<file path="config.mk">
export PLATFORM = sky130hd
export DESIGN_NAME = pipe_ctrl
export DESIGN_NICKNAME = d
export VERILOG_FILES = /design/src/rtl/pipe_ctrl.sv
export SDC_FILE = /design/constraint.sdc
export NUM_CORES = 1
export LEC_CHECK = 0
export ABC_AREA = 1
export CORE_MARGIN = 2
export CORE_UTILIZATION = 52
export DETAILED_ROUTE_END_ITERATION = 10
export DONT_BUFFER_PORTS = 1
export GPL_TIMING_DRIVEN = 0
export PLACE_DENSITY_LB_ADDON = 0.05
export SLEW_MARGIN = 0
export SYNTH_ARGS = -nofsm -noshare
export SYNTH_HDL_FRONTEND = slang
export SYNTH_SLANG_ARGS = --single-unit
</file>
<file path="constraint.sdc">
create_clock -name clk -period 1.7 [get_ports clk]
set_input_delay 0.255 -clock clk [delete_from_list [all_inputs] [get_ports clk]]
set_output_delay 0.255 -clock clk [all_outputs]
set_load 0.02 [all_outputs]
</file>
<file path="src/rtl/pipe_ctrl.sv">
// pipe_ctrl: pipeline sequencing controller for the 5-stage core.
// Merges stall requests from IF, MEM and the ID load-use detector. Runs a
// small FSM that holds EX while a multi-cycle op (e.g. divide) executes.
// Drives the per-stage stall vector and the pipeline flush.
module pipe_ctrl #(
  parameter int MC_CYCLES = 32,
  parameter int CNT_W     = 6
) (
  input  logic       clk,
  input  logic       rst,
  input  logic       if_stallreq_i,
  input  logic       mem_stallreq_i,
  input  logic       id_reg1_read_i,
  input  logic       id_reg2_read_i,
  input  logic [4:0] id_reg1_addr_i,
  input  logic [4:0] id_reg2_addr_i,
  input  logic       ex_is_load_i,
  input  logic [4:0] ex_wd_i,
  input  logic       ex_mc_start_i,
  input  logic       flush_i,
  output logic [5:0] stall_o,
  output logic       flush_o,
  output logic       mc_busy_o,
  output logic       mc_done_o
);

  typedef enum logic [1:0] {
    IDLE = 2'd0,
    RUN  = 2'd1,
    DONE = 2'd2
  } state_t;

  // Stall patterns: each freezes the named stage and everything upstream.
  localparam logic [5:0] STALL_NONE = 6'b000000;
  localparam logic [5:0] STALL_MEM  = 6'b011111;
  localparam logic [5:0] STALL_EX   = 6'b001111;
  localparam logic [5:0] STALL_ID   = 6'b000111;
  localparam logic [5:0] STALL_IF   = 6'b000011;

  // Counter preload: RUN lasts MC_CYCLES cycles, counting MC_CYCLES-1 down to 0.
  localparam logic [CNT_W-1:0] CNT_LOAD = CNT_W'(MC_CYCLES - 1);
  localparam logic [CNT_W-1:0] CNT_ZERO = '0;

  state_t           state;
  state_t           state_nxt;
  logic [CNT_W-1:0] cnt;
  logic [CNT_W-1:0] cnt_nxt;
  logic             lu;
  logic             ex_stall;
  logic [5:0]       stall_vec;

  // A load in EX produces its data too late for forwarding into a reader in
  // ID. $0 is hardwired to zero, so a load targeting it is never a hazard.
  function automatic logic load_use(
    input logic       is_load,
    input logic [4:0] wd,
    input logic       rd1,
    input logic [4:0] addr1,
    input logic       rd2,
    input logic [4:0] addr2
  );
    logic hit1;
    logic hit2;
    hit1 = rd1 && (addr1 == wd);
    hit2 = rd2 && (addr2 == wd);
    return is_load && (wd != 5'd0) && (hit1 || hit2);
  endfunction

  // Highest-priority stall source wins; a flush discards everything anyway.
  function automatic logic [5:0] stall_select(
    input logic flush,
    input logic mem_req,
    input logic ex_req,
    input logic id_req,
    input logic if_req
  );
    logic [5:0] v;
    if (flush)        v = STALL_NONE;
    else if (mem_req) v = STALL_MEM;
    else if (ex_req)  v = STALL_EX;
    else if (id_req)  v = STALL_ID;
    else if (if_req)  v = STALL_IF;
    else              v = STALL_NONE;
    return v;
  endfunction

  assign lu = load_use(ex_is_load_i, ex_wd_i,
                       id_reg1_read_i, id_reg1_addr_i,
                       id_reg2_read_i, id_reg2_addr_i);

  // EX is held from the cycle the op is first seen until the counter expires.
  // In DONE the request level is still high but must not hold EX.
  assign ex_stall = ((state == IDLE) && ex_mc_start_i) || (state == RUN);

  // Combinational stall vector; reset forces all outputs low without a clock.
  always_comb begin
    stall_vec = stall_select(flush_i, mem_stallreq_i, ex_stall, lu, if_stallreq_i);
    stall_o   = rst ? STALL_NONE : stall_vec;
    flush_o   = flush_i && !rst;
    mc_busy_o = (state == RUN);
    mc_done_o = (state == DONE);
  end

  // State and counter register with asynchronous reset.
  always_ff @(posedge clk or posedge rst) begin
    if (rst) begin
      state <= IDLE;
      cnt   <= CNT_ZERO;
    end else begin
      state <= state_nxt;
      cnt   <= cnt_nxt;
    end
  end

  // Next-state logic: flush aborts from any state; DONE waits for EX to advance.
  always_comb begin
    state_nxt = state;
    cnt_nxt   = cnt;
    if (flush_i) begin
      state_nxt = IDLE;
      cnt_nxt   = CNT_ZERO;
    end else begin
      case (state)
        IDLE: begin
          if (ex_mc_start_i) begin
            state_nxt = RUN;
            cnt_nxt   = CNT_LOAD;
          end
        end
        RUN: begin
          if (cnt == CNT_ZERO) begin
            state_nxt = DONE;
          end else begin
            cnt_nxt = cnt - 1'b1;
          end
        end
        DONE: begin
          if (!stall_vec[3]) begin
            state_nxt = IDLE;
          end
        end
        default: begin
          state_nxt = IDLE;
          cnt_nxt   = CNT_ZERO;
        end
      endcase
    end
  end

endmodule

</file>
# After elaboration in Yosys (flattened, before gate mapping)
# Cells that the tools add are included.
# op_classes
n_addsub	1
n_eq_ne	9
n_mux	15
n_reduce_logical	14
# ops
op	count
$mux W6	4
$pmux W6 S3	1
$eq A5 B5 Y1	2
$mux W2	5
$mux W5	2
$ne A3 B3 Y1 const B	3
$logic_and A1 B1 Y1	6
$logic_not A6 Y1	1
$pmux W2 S3	1
$reduce_and A3 Y1	2
$sub A6 B1 Y6 const B	1
$reduce_bool A5 Y1	1
$mux W4	1
$mux W3	1
$ne A3 B2 Y1 const B	1
$eq A2 B1 Y1 const B	1
$eq A2 B2 Y1 const B	1
$logic_not A2 Y1	1
$logic_or A1 B1 Y1	2
$ne A2 B2 Y1 const B	1
$logic_not A1 Y1	1
# word_totals
register_bits	8
in_bits	24
out_inout_bits	9
elab_cells	41

# Longest topological paths before layout
# Gate-level depths: netlist of the first run.
# logic_depth
ltp_word	11
depth_mapped	9
depth_no_buf	9

# Least setup slack after synthesis of the first run
# Ideal clock, no wire load.
# synth_path
path_kind	register to output
startpoint	reg state[0]
endpoint	out stall_o[1]
arrival_time_ns	1.249
t_required_ns	1.445
slack_ns	0.196
stages_incl_launch_ff	6
path_buffers	1
cell_sequence	dfrtp_1 > inv_2 > a21oi_1 > o21ai_1 > nand3_1 > buf_4
# synth_between
elab_chain_len	7
word_cells_on_any_way	8
cone_classes	eq/ne: 1; mux: 4; reduce/logical: 3
# synth_rtl
element	line	text
from (decl)	44	state_t state;
from (signal assigned)	110	state <= state_nxt;
$logic_not A2 Y1	93	assign ex_stall = ((state == IDLE) && ex_mc_start_i) || (state == RUN);
$logic_and A1 B1 Y1	93	
$logic_or A1 B1 Y1 *	93	
$mux W4 *	80	else if (ex_req) v = STALL_EX;
$mux W5 *	79	else if (mem_req) v = STALL_MEM;
$mux W5 *	78	if (flush) v = STALL_NONE;
$mux W6 *	98	stall_o = rst ? STALL_NONE : stall_vec;
to (decl)	21	output logic [5:0] stall_o,
# Every way passes the cells marked *; elsewhere a longest branch is shown, timed or not.

# Final worst setup path of the first run
# Same ends and word-level chain as after synthesis.

==> impl_metrics.env, run 1 <==
export IMPL_async_flop_share=1.000
export IMPL_reg2reg_slack_ns=0.33
export IMPL_clkTransAtPathRegs_ns=0.05
export IMPL_ff2ff_path_depth=7
export IMPL_core_um2=1524
export IMPL_pre_cts_ws_ns=0.07100
export IMPL_fin_crit_ns=1.579
export IMPL_dp_cells=162
export IMPL_final_common_cell="nand2_1"
export IMPL_drive_above_1_share=0.1830
export IMPL_maxSlewViolCount=0
export IMPL_insertion_delay_ns=0.26
export IMPL_clockRootBuffer="clkbuf_4"
export IMPL_r2r_start="cnt[0]$_DFFE_PP0P_"
export IMPL_grt_pass1_vias=728
export IMPL_layout_nets=181
export IMPL_final_util=0.6273
export IMPL_viasPerCell=4.858
export IMPL_synth_seq_area_share=0.2339
export IMPL_ir_drop_uv=504.9
export IMPL_htree_levels=1
export IMPL_crit_arrival_ns=1.32
export IMPL_final_cells=169
export IMPL_synth_edf_count=0
export IMPL_tns_ns=0
export IMPL_final_cell_mix="nand2_1 (57), inv_1 (21), nor2_1 (20)"
export IMPL_syn_to_final_growth_pct=11.70
export IMPL_ioPinCount=33
export IMPL_ys_ff_latch=8
export IMPL_ys_flop_type="dfrtp_1"
export IMPL_yosys_warnings=0
export IMPL_cts_tree="done"
export IMPL_cp_max_fo=3
export IMPL_portBuffers=0
export IMPL_hold_depth=2
export IMPL_hold_end="state[1]$_DFFE_PP0P_"
export IMPL_dr_first_iter_drc_count=10
export IMPL_vias=821
export IMPL_syn_inst=146
export IMPL_fin_ws_ns=0.1214
export IMPL_rsz0062_at_grt="false"
export IMPL_fmax_mhz=633.5
export IMPL_critical_path_class="flop to primary output"
export IMPL_crit_chain="inv_2 -> a21oi_2 -> o21ai_2 -> nand3_4 -> buf_6"
export IMPL_num_rows=14
export IMPL_cts_num_sinks=8
export IMPL_synth_cell_types=24
export IMPL_syn_avg_cell_area_um2=5.862
export IMPL_die_w_um=44.57
export IMPL_wirelength_mm=1.710
export IMPL_cts_buffers=3
export IMPL_setup_violations_final=0
export IMPL_start_util=0.5616
export IMPL_grtUsageTotal=0.2089
export IMPL_syn_num_nets=172
export IMPL_drc=0
export IMPL_drt_pass1_iterations=4
export IMPL_status="finished, final reports clean"
export IMPL_hp_start="mem_stallreq_i"
export IMPL_cpPeakStageDelay_ns=0.41
export IMPL_wl_per_cell_um=10.12
export IMPL_clock_skew_ns=0.005657
export IMPL_hold_class="primary input to flop"
export IMPL_grt_max_degree=9
export IMPL_period_share=0.9286
export IMPL_grt_pass1_wl_mm=2.980
export IMPL_die_area_um2=1986
export IMPL_setup_worst_path_start_class="flop"
export IMPL_place_congestion=0.7547
export IMPL_place_hpwl_mm=1.411
export IMPL_ant_nets=0
export IMPL_die_h_um=44.57
export IMPL_reg2reg_to="cnt[2]$_DFFE_PP0P_"
export IMPL_finalHoldViolCount=0
export IMPL_overflow=0
export IMPL_syn_area_um2=855.8
export IMPL_worst_setup_path_end_kind="primary output"
export IMPL_cellPowerDensity_nw_per_um2=782.7
export IMPL_leakagePower_nw=0.5850
export IMPL_holdWs_ns=0.2081
export IMPL_max_cap_viol_count=0
export IMPL_n_antenna_cell=0
export IMPL_crit_path_top_delay_cell="dfrtp_2"
export IMPL_required_ns=1.44
export IMPL_clock_path_buffers=2
export IMPL_antenna_found_initial=0
[logic make-up after synthesis]
family,count (synthesis),synth area share
DFF,8,0.2339
other,1,0.004382
adders and majority gates,2,0.02924
AOI/OAI and AO/OA,7,0.04239
buffers and inverters,31,0.1506
and+or+nand+nor,97,0.5395
[where the power goes]
group | internal [W] | total (W) | switching, W
logic | 0.000120 | 0.000329 | 0.000209
clock network | 0.0000810 | 0.000149 | 0.0000680
registers | 0.000228 | 0.000270 | 0.0000425
total | 0.000428 | 0.000748 | 0.000320
[worst max path at each step]
stage	start	end	slack (ns)	cells after the start
finish	state[0]$_DFFE_PP0P_	stall_o[1]	0.12	5
global route	state[0]$_DFFE_PP0P_	stall_o[1]	0.03	5
CTS	state[0]$_DFFE_PP0P_	stall_o[1]	0.02	5
detailed placement	state[0]$_DFFE_PP0P_	stall_o[1]	0.07	5
global placement	state[0]$_DFFE_PP0P_	stall_o[1]	0.1	5
floorplan	state[0]$_DFFE_PP0P_	stall_o[1]	0.20	5
[synthesized netlist by cell type, types with 2 or more instances]
cell type	number	area, um^2
inv_2	6	22.52
nand2_4	2	22.52
nor2_4	2	22.52
dfrtp_1	8	200.2
nand4_1	2	12.51
buf_4	2	15.01
nor3_1	2	10.01
nand2_1	57	214.0
nor2_1	20	75.07
inv_1	21	78.83
o21ai_1	2	10.01
a21oi_1	3	15.01
nand3_1	7	35.03
ha_1	2	25.02
[worst max-delay path, delay by kind of cell (launching register included)]
kind / cells / cell delay (ns)
flops: 1 / 0.41
compound gates: 2 / 0.28
simple gates: 1 / 0.14
buf+inv: 2 / 0.23
[what timing repair did]
action,CTS,global route
endpoints found under the hold margin,8,0
resized for setup,2,4
endpoints found under the setup margin,1,1
setup buffers,1,2
hold buffers,1,0
pin swaps,1,2
[layout make-up]
| cell class | count | area, um^2 |
|---|---|---|
| Buffer | 2 | 18.77 |
| Clock buffer | 3 | 22.52 |
| Fill cell | 166 | 568.0 |
| Inverter | 29 | 113.9 |
| Multi-Input combinational cell | 107 | 546.8 |
| Sequential cell | 8 | 201.4 |
| Tap cell | 16 | 20.02 |
| Timing Repair Buffer | 4 | 32.53 |
[sequential cells by signal, summed over array words and instances (netlist names)]
signal  flops
cnt         6
state       2
[layer usage]
metal / vias to the layer above / global-route usage / share of wire
met5: - / 0 / 0
met4: 0 / 0.07273 / 0.014
met3: 5 / 0.06122 / 0.067
met2: 23 / 0.3246 / 0.47
met1: 346 / 0.2746 / 0.45
li1: 447 / - / -
[metrics by stage]
| step | area, um^2 | power (W) |
|---|---|---|
| 4_1_cts | 924.6 | 0.0007461 |
| 3_3_place_gp | 875.8 | 0.0005735 |
| 2_1_floorplan | 855.8 | 0.0005323 |
| 6_report | 955.9 | 0.0007482 |
| 3_5_place_dp | 875.8 | 0.0005828 |
| 5_1_grt | 955.9 | 0.0008166 |
(Power assumes the default switching activity.)
==> run 2, diff against run 1 <==
--- a/config.mk
+++ b/config.mk
@@ -6,12 +6,14 @@
 export NUM_CORES = 1
 export LEC_CHECK = 0
 export ABC_AREA = 1
-export CORE_MARGIN = 2
+export CAP_MARGIN = 25
+export CORE_MARGIN = 3
 export CORE_UTILIZATION = 52
 export DETAILED_ROUTE_END_ITERATION = 10
 export DONT_BUFFER_PORTS = 1
 export GPL_TIMING_DRIVEN = 0
 export PLACE_DENSITY_LB_ADDON = 0.05
+export SETUP_SLACK_MARGIN = 0.2
 export SLEW_MARGIN = 0
 export SYNTH_ARGS = -nofsm -noshare
 export SYNTH_HDL_FRONTEND = slang
==> run 2 against run 1 <==
Against the previous run: routed wire length increased by 13%; power increased by 2.2%; clock-buffer cell count unchanged; hold slack lost 0.028 ns; critical path type unchanged.
==> impl_metrics.env, run 2 (synthesized netlist as in run 1, its figures left out) <==
export IMPL_viasPerCell=5.106
export IMPL_leakagePower_nw=0.5903
export IMPL_ioPinCount=33
export IMPL_ant_nets=0
export IMPL_cellPowerDensity_nw_per_um2=779.8
export IMPL_reg2reg_slack_ns=0.31
export IMPL_required_ns=1.44
export IMPL_multiInputGateArea_um2=564.3
export IMPL_power_frac_clock=0.187
export IMPL_switching_share=0.4324
export IMPL_grt_pass1_vias=726
export IMPL_dp_cells=162
export IMPL_clock_path_buffers=2
export IMPL_grt_pass1_wl_mm=2.863
export IMPL_crit_path_top_delay_cell="dfrtp_1"
export IMPL_cp_max_fo=2
export IMPL_grt_max_degree=9
export IMPL_top_register="cnt"
export IMPL_rsz0062_at_grt="true"
export IMPL_reg_top3="cnt (6), state (2)"
export IMPL_setup_worst_path_start_class="flop"
export IMPL_n_antenna_cell=0
export IMPL_switchingPower_w=0.0003308
export IMPL_htree_levels=1
export IMPL_num_rows=14
export IMPL_finalHoldViolCount=0
export IMPL_die_h_um=46.57
export IMPL_period_share=0.9007
export IMPL_core_um2=1524
export IMPL_clockRootBuffer="clkbuf_4"
export IMPL_cts_buffers=3
export IMPL_syn_to_final_growth_pct=14.62
export IMPL_drive_above_1_share=0.2013
export IMPL_start_util=0.5616
export IMPL_layout_nets=182
export IMPL_endpoint="stall_o[1]"
export IMPL_maxSlewViolCount=0
export IMPL_status="finished, final reports clean"
export IMPL_critPathLaunch="state[0]$_DFFE_PP0P_"
export IMPL_vias=868
export IMPL_final_common_cell="nand2_1"
export IMPL_die_area_um2=2169
export IMPL_drc=0
export IMPL_antenna_found_initial=0
export IMPL_r2r_start="state[1]$_DFFE_PP0P_"
export IMPL_reg2reg_to="cnt[0]$_DFFE_PP0P_"
export IMPL_critical_path_class="flop to primary output"
export IMPL_cts_num_sinks=8
export IMPL_ir_drop_uv=639.4
export IMPL_clock_skew_ns=0.002495
export IMPL_placed_area_um2=880.8
export IMPL_wl_per_cell_um=11.36
export IMPL_cts_tree="done"
export IMPL_hold_class="primary input to flop"
export IMPL_grtUsageTotal=0.1932
export IMPL_power_frac_seq=0.356
export IMPL_wirelength_mm=1.932
export IMPL_holdWs_ns=0.1801
export IMPL_ff2ff_path_depth=8
export IMPL_fin_crit_ns=1.531
export IMPL_fill_cells=147
export IMPL_fmax_mhz=653.1
export IMPL_place_congestion=0.7834
export IMPL_post_route_cell_area_um2=980.9
export IMPL_crit_chain="inv_2 -> a21oi_4 -> o21ai_4 -> nand3_4 -> buf_6"
export IMPL_portBuffers=0
export IMPL_p_comb_frac=0.457
export IMPL_crit_arrival_ns=1.28
export IMPL_largest_register_ffs=6
export IMPL_setup_violations_final=0
export IMPL_insertion_delay_ns=0.26
export IMPL_drt_pass1_iterations=4
export IMPL_worst_setup_path_end_kind="primary output"
export IMPL_final_cells=170
export IMPL_die_w_um=46.57
export IMPL_tns_ns=0
export IMPL_seqCellArea_um2=201.4
export IMPL_final_cell_mix="nand2_1 (56), inv_1 (20), nor2_1 (20)"
export IMPL_dr_first_iter_drc_count=14
export IMPL_max_cap_viol_count=0
export IMPL_place_hpwl_mm=1.482
export IMPL_overflow=0
export IMPL_clkTransAtPathRegs_ns=0.05
export IMPL_p_int_w=0.0004342
export IMPL_cpPeakStageDelay_ns=0.39
[run 2: layout make-up]
cell class / count / area share
timing repair buffer: 5 / 0.04082
inverter: 29 / 0.1161
sequential: 8 / 0.2054
multi-input combinational: 107 / 0.5753
clock buffer: 3 / 0.02296
buffer: 2 / 0.01913
tap: 16 / 0.02041
[run 2: timing repair]
action,4_1_cts,5_1_grt
buffers inserted,2,2
hold endpoints to repair,8,0
endpoints found under the setup margin,4,2
gates resized for setup,7,2
hold buffers,1,0
pin swaps,2,2
[run 2: power groups by stage]
| stage | registers, W | clock network (W) | logic, W |
|---|---|---|---|
| detailed placement | 0.000276 | 0 | 0.000311 |
| floorplan | 0.000264 | 0 | 0.000270 |
| global route | 0.000276 | 0.000157 | 0.000395 |
| global placement | 0.000274 | 0 | 0.000301 |
| CTS | 0.000271 | 0.000147 | 0.000343 |
| finish | 0.000272 | 0.000143 | 0.000350 |
[run 2: how the worst min path moves through the flow]
stage	from	endpoint	slack (ns)	depth (start not counted)
after global placement	rst	cnt[5]$_DFFE_PP0P_	0.12	1
final	mem_stallreq_i	state[1]$_DFFE_PP0P_	0.18	2
after CTS	mem_stallreq_i	state[1]$_DFFE_PP0P_	0.18	2
after floorplan	rst	cnt[0]$_DFFE_PP0P_	0.07	1
after global routing	mem_stallreq_i	state[1]$_DFFE_PP0P_	0.21	2
after detailed placement	rst	cnt[5]$_DFFE_PP0P_	0.12	1
[run 2: per-layer routing]
layer,vias to the layer above,wire [um],GRT usage
li1,454,-,-
met1,379,669,0.1756
met2,30,1085,0.4038
met3,5,148,0.02344
met4,0,29,0.08523
met5,-,0,0
[run 2: through the flow]
stage               setup slack [ns]  total power, W    util
floorplan                     0.2599       0.0005333       -
global route                  0.1359       0.0008291  0.6437
CTS                           0.1618       0.0007609  0.6322
detailed placement            0.1038       0.0005871  0.5780
finish                        0.1688       0.0007650  0.6437
global placement              0.1558       0.0005755  0.5780
[run 2: critical path: cells and delay by family, from the launching register on]
family,cells,cell delay (ns)
compound gates,2,0.23
buf+inv,2,0.25
flops,1,0.39
simple gates,1,0.14
==> run 3, diff against run 2 <==
--- a/config.mk
+++ b/config.mk
@@ -8,7 +8,7 @@
 export ABC_AREA = 1
 export CAP_MARGIN = 25
 export CORE_MARGIN = 3
-export CORE_UTILIZATION = 52
+export CORE_UTILIZATION = 50
 export DETAILED_ROUTE_END_ITERATION = 10
 export DONT_BUFFER_PORTS = 1
 export GPL_TIMING_DRIVEN = 0
==> run 3 against run 2 <==
Against the previous run: hold slack improved by 0.0053 ns; highest routed layer unchanged; maximum frequency is 2.0% higher; largest cell class unchanged; die area increased by 3.5%; final area up 2.9%; cell count is 1.8% higher; critical path type unchanged.
==> impl_metrics.env, run 3 (synthesized netlist as in run 1, its figures left out) <==
export IMPL_status="finished, final reports clean"
export IMPL_max_cap_viol_count=0
export IMPL_reg2reg_slack_ns=0.22
export IMPL_htree_levels=1
export IMPL_tns_ns=0
export IMPL_maxSlewViolCount=0
export IMPL_critical_path_class="flop to primary output"
export IMPL_grtUsageTotal=0.1947
export IMPL_insertion_delay_ns=0.26
export IMPL_start_util=0.5490
export IMPL_multiInputGateArea_um2=571.8
export IMPL_core_um2=1559
export IMPL_ir_drop_uv=311.8
export IMPL_hold_depth=2
export IMPL_setup_worst_path_start_class="flop"
export IMPL_rsz0062_at_grt="true"
export IMPL_reg_top3="cnt (6), state (2)"
export IMPL_r2r_start="state[0]$_DFFE_PP0P_"
export IMPL_cpPeakStageDelay_ns=0.39
export IMPL_final_cell_mix="nand2_1 (56), inv_1 (20), nor2_1 (20)"
export IMPL_finalHoldViolCount=0
export IMPL_overflow=0
export IMPL_clockRootBuffer="clkbuf_4"
export IMPL_fin_crit_ns=1.501
export IMPL_leakagePower_nw=0.6068
export IMPL_vias=846
export IMPL_crit_path_top_delay_cell="dfrtp_1"
export IMPL_portBuffers=0
export IMPL_crit_chain="inv_2 -> a21oi_4 -> o21ai_4 -> nand3_4 -> buf_6"
export IMPL_fin_ws_ns=0.1987
export IMPL_place_hpwl_mm=1.387
export IMPL_setup_violations_final=0
export IMPL_num_rows=14
export IMPL_fmax_mhz=666.1
export IMPL_viasPerCell=4.890
export IMPL_wirelength_mm=1.877
export IMPL_crit_arrival_ns=1.25
export IMPL_die_area_um2=2244
export IMPL_dr_first_iter_drc_count=13
export IMPL_final_cells=173
export IMPL_place_congestion=0.7958
export IMPL_top_register="cnt"
export IMPL_wl_per_cell_um=10.85
export IMPL_ff2ff_path_depth=9
export IMPL_fill_cells=141
export IMPL_clock_path_buffers=2
export IMPL_worst_setup_path_end_kind="primary output"
export IMPL_cts_tree="done"
export IMPL_hp_start="mem_stallreq_i"
export IMPL_pre_cts_ws_ns=0.1266
export IMPL_largest_register_ffs=6
export IMPL_die_w_um=47.37
export IMPL_cellPowerDensity_nw_per_um2=783.1
export IMPL_crit_buf_inv=2
export IMPL_grt_max_degree=9
export IMPL_holdWs_ns=0.1854
export IMPL_cp_max_fo=2
export IMPL_clock_skew_ns=0.001885
export IMPL_syn_to_final_growth_pct=17.98
export IMPL_layout_nets=185
export IMPL_hold_end="state[1]$_DFFE_PP0P_"
export IMPL_drt_pass1_iterations=5
export IMPL_seqCellArea_um2=200.2
export IMPL_cts_num_sinks=8
export IMPL_ant_nets=0
export IMPL_reg2reg_to="cnt[1]$_DFFE_PP0P_"
export IMPL_final_common_cell="nand2_1"
export IMPL_grt_pass1_vias=791
export IMPL_drc=0
export IMPL_ioPinCount=33
export IMPL_period_share=0.8831
export IMPL_n_antenna_cell=0
export IMPL_drive_above_1_share=0.2229
export IMPL_antenna_found_initial=0
export IMPL_cts_buffers=3
export IMPL_hold_class="primary input to flop"
export IMPL_cp_top_family="flip-flops"
export IMPL_die_h_um=47.37
export IMPL_clkTransAtPathRegs_ns=0.05
export IMPL_dp_cells=162
export IMPL_required_ns=1.44
export IMPL_grt_pass1_wl_mm=3.111
## run 3: cell types whose count changed in the layout (fill, tap and decap cells not counted), sizes merged
cell and delta:
buf +3
## run 3: final cells by class
| type | count | share of cell area |
|---|---|---|
| tap | 16 | 0.01983 |
| clock buffer | 3 | 0.02230 |
| sequential | 8 | 0.1983 |
| multi-input combinational | 107 | 0.5663 |
| buffer | 2 | 0.01859 |
| inverter | 29 | 0.1128 |
| timing repair buffer | 8 | 0.06196 |
## run 3: worst max-delay path by stage
| stage | cells after the start | endpoint | start | slack, ns |
|---|---|---|---|---|
| after global routing | 8 | cnt[1]$_DFFE_PP0P_ | state[0]$_DFFE_PP0P_ | 0.15 |
| after floorplan | 5 | stall_o[1] | state[0]$_DFFE_PP0P_ | 0.26 |
| after global placement | 5 | stall_o[1] | state[0]$_DFFE_PP0P_ | 0.15 |
| final | 5 | stall_o[1] | state[0]$_DFFE_PP0P_ | 0.20 |
| after detailed placement | 5 | stall_o[1] | state[0]$_DFFE_PP0P_ | 0.13 |
| after CTS | 5 | stall_o[1] | state[0]$_DFFE_PP0P_ | 0.17 |
## run 3: layer usage
layer / GRT usage / vias to the layer above / share of wire
met4: 0.04972 / 0 / 0.014
met5: 0 / - / 0
met3: 0.02299 / 4 / 0.053
met2: 0.3610 / 28 / 0.52
li1: - / 458 / -
met1: 0.2333 / 356 / 0.41
## run 3: worst reg2reg max path, stage by stage, from the launching register on
cell and delay, ns:
dfrtp_1 0.39, buf_4 0.13, buf_4 0.14, nor2_2 0.27
nand2_2 0.12, nand2_4 0.11, nor2_4 0.05, clkinv_4 0.06
nand2_1 0.06, nand2_1 0.08
## run 3: timing repair
item,in CTS,in global routing
hold buffers,1,0
endpoints found under the setup margin,4,6
gates resized for setup,5,5
hold endpoints to repair,8,0
pin swaps,2,3
setup buffers,4,3
gates cloned,0,0
## run 3: power by group
group          total, W  internal [W]  switching [W]
registers      0.000269      0.000227      0.0000426
logic          0.000374      0.000143       0.000231
clock network  0.000148     0.0000809      0.0000667
total          0.000791      0.000451       0.000340
## run 3: stage by stage
step | utilization | total power [W] | cell area (um^2)
floorplan | - | 0.0005333 | 860.8
global placement | 0.5650 | 0.0005776 | 880.8
detailed placement | 0.5650 | 0.0005842 | 880.8
CTS | 0.6164 | 0.0007512 | 960.9
global route | 0.6477 | 0.0008545 | 1010
finish | 0.6477 | 0.0007907 | 1010
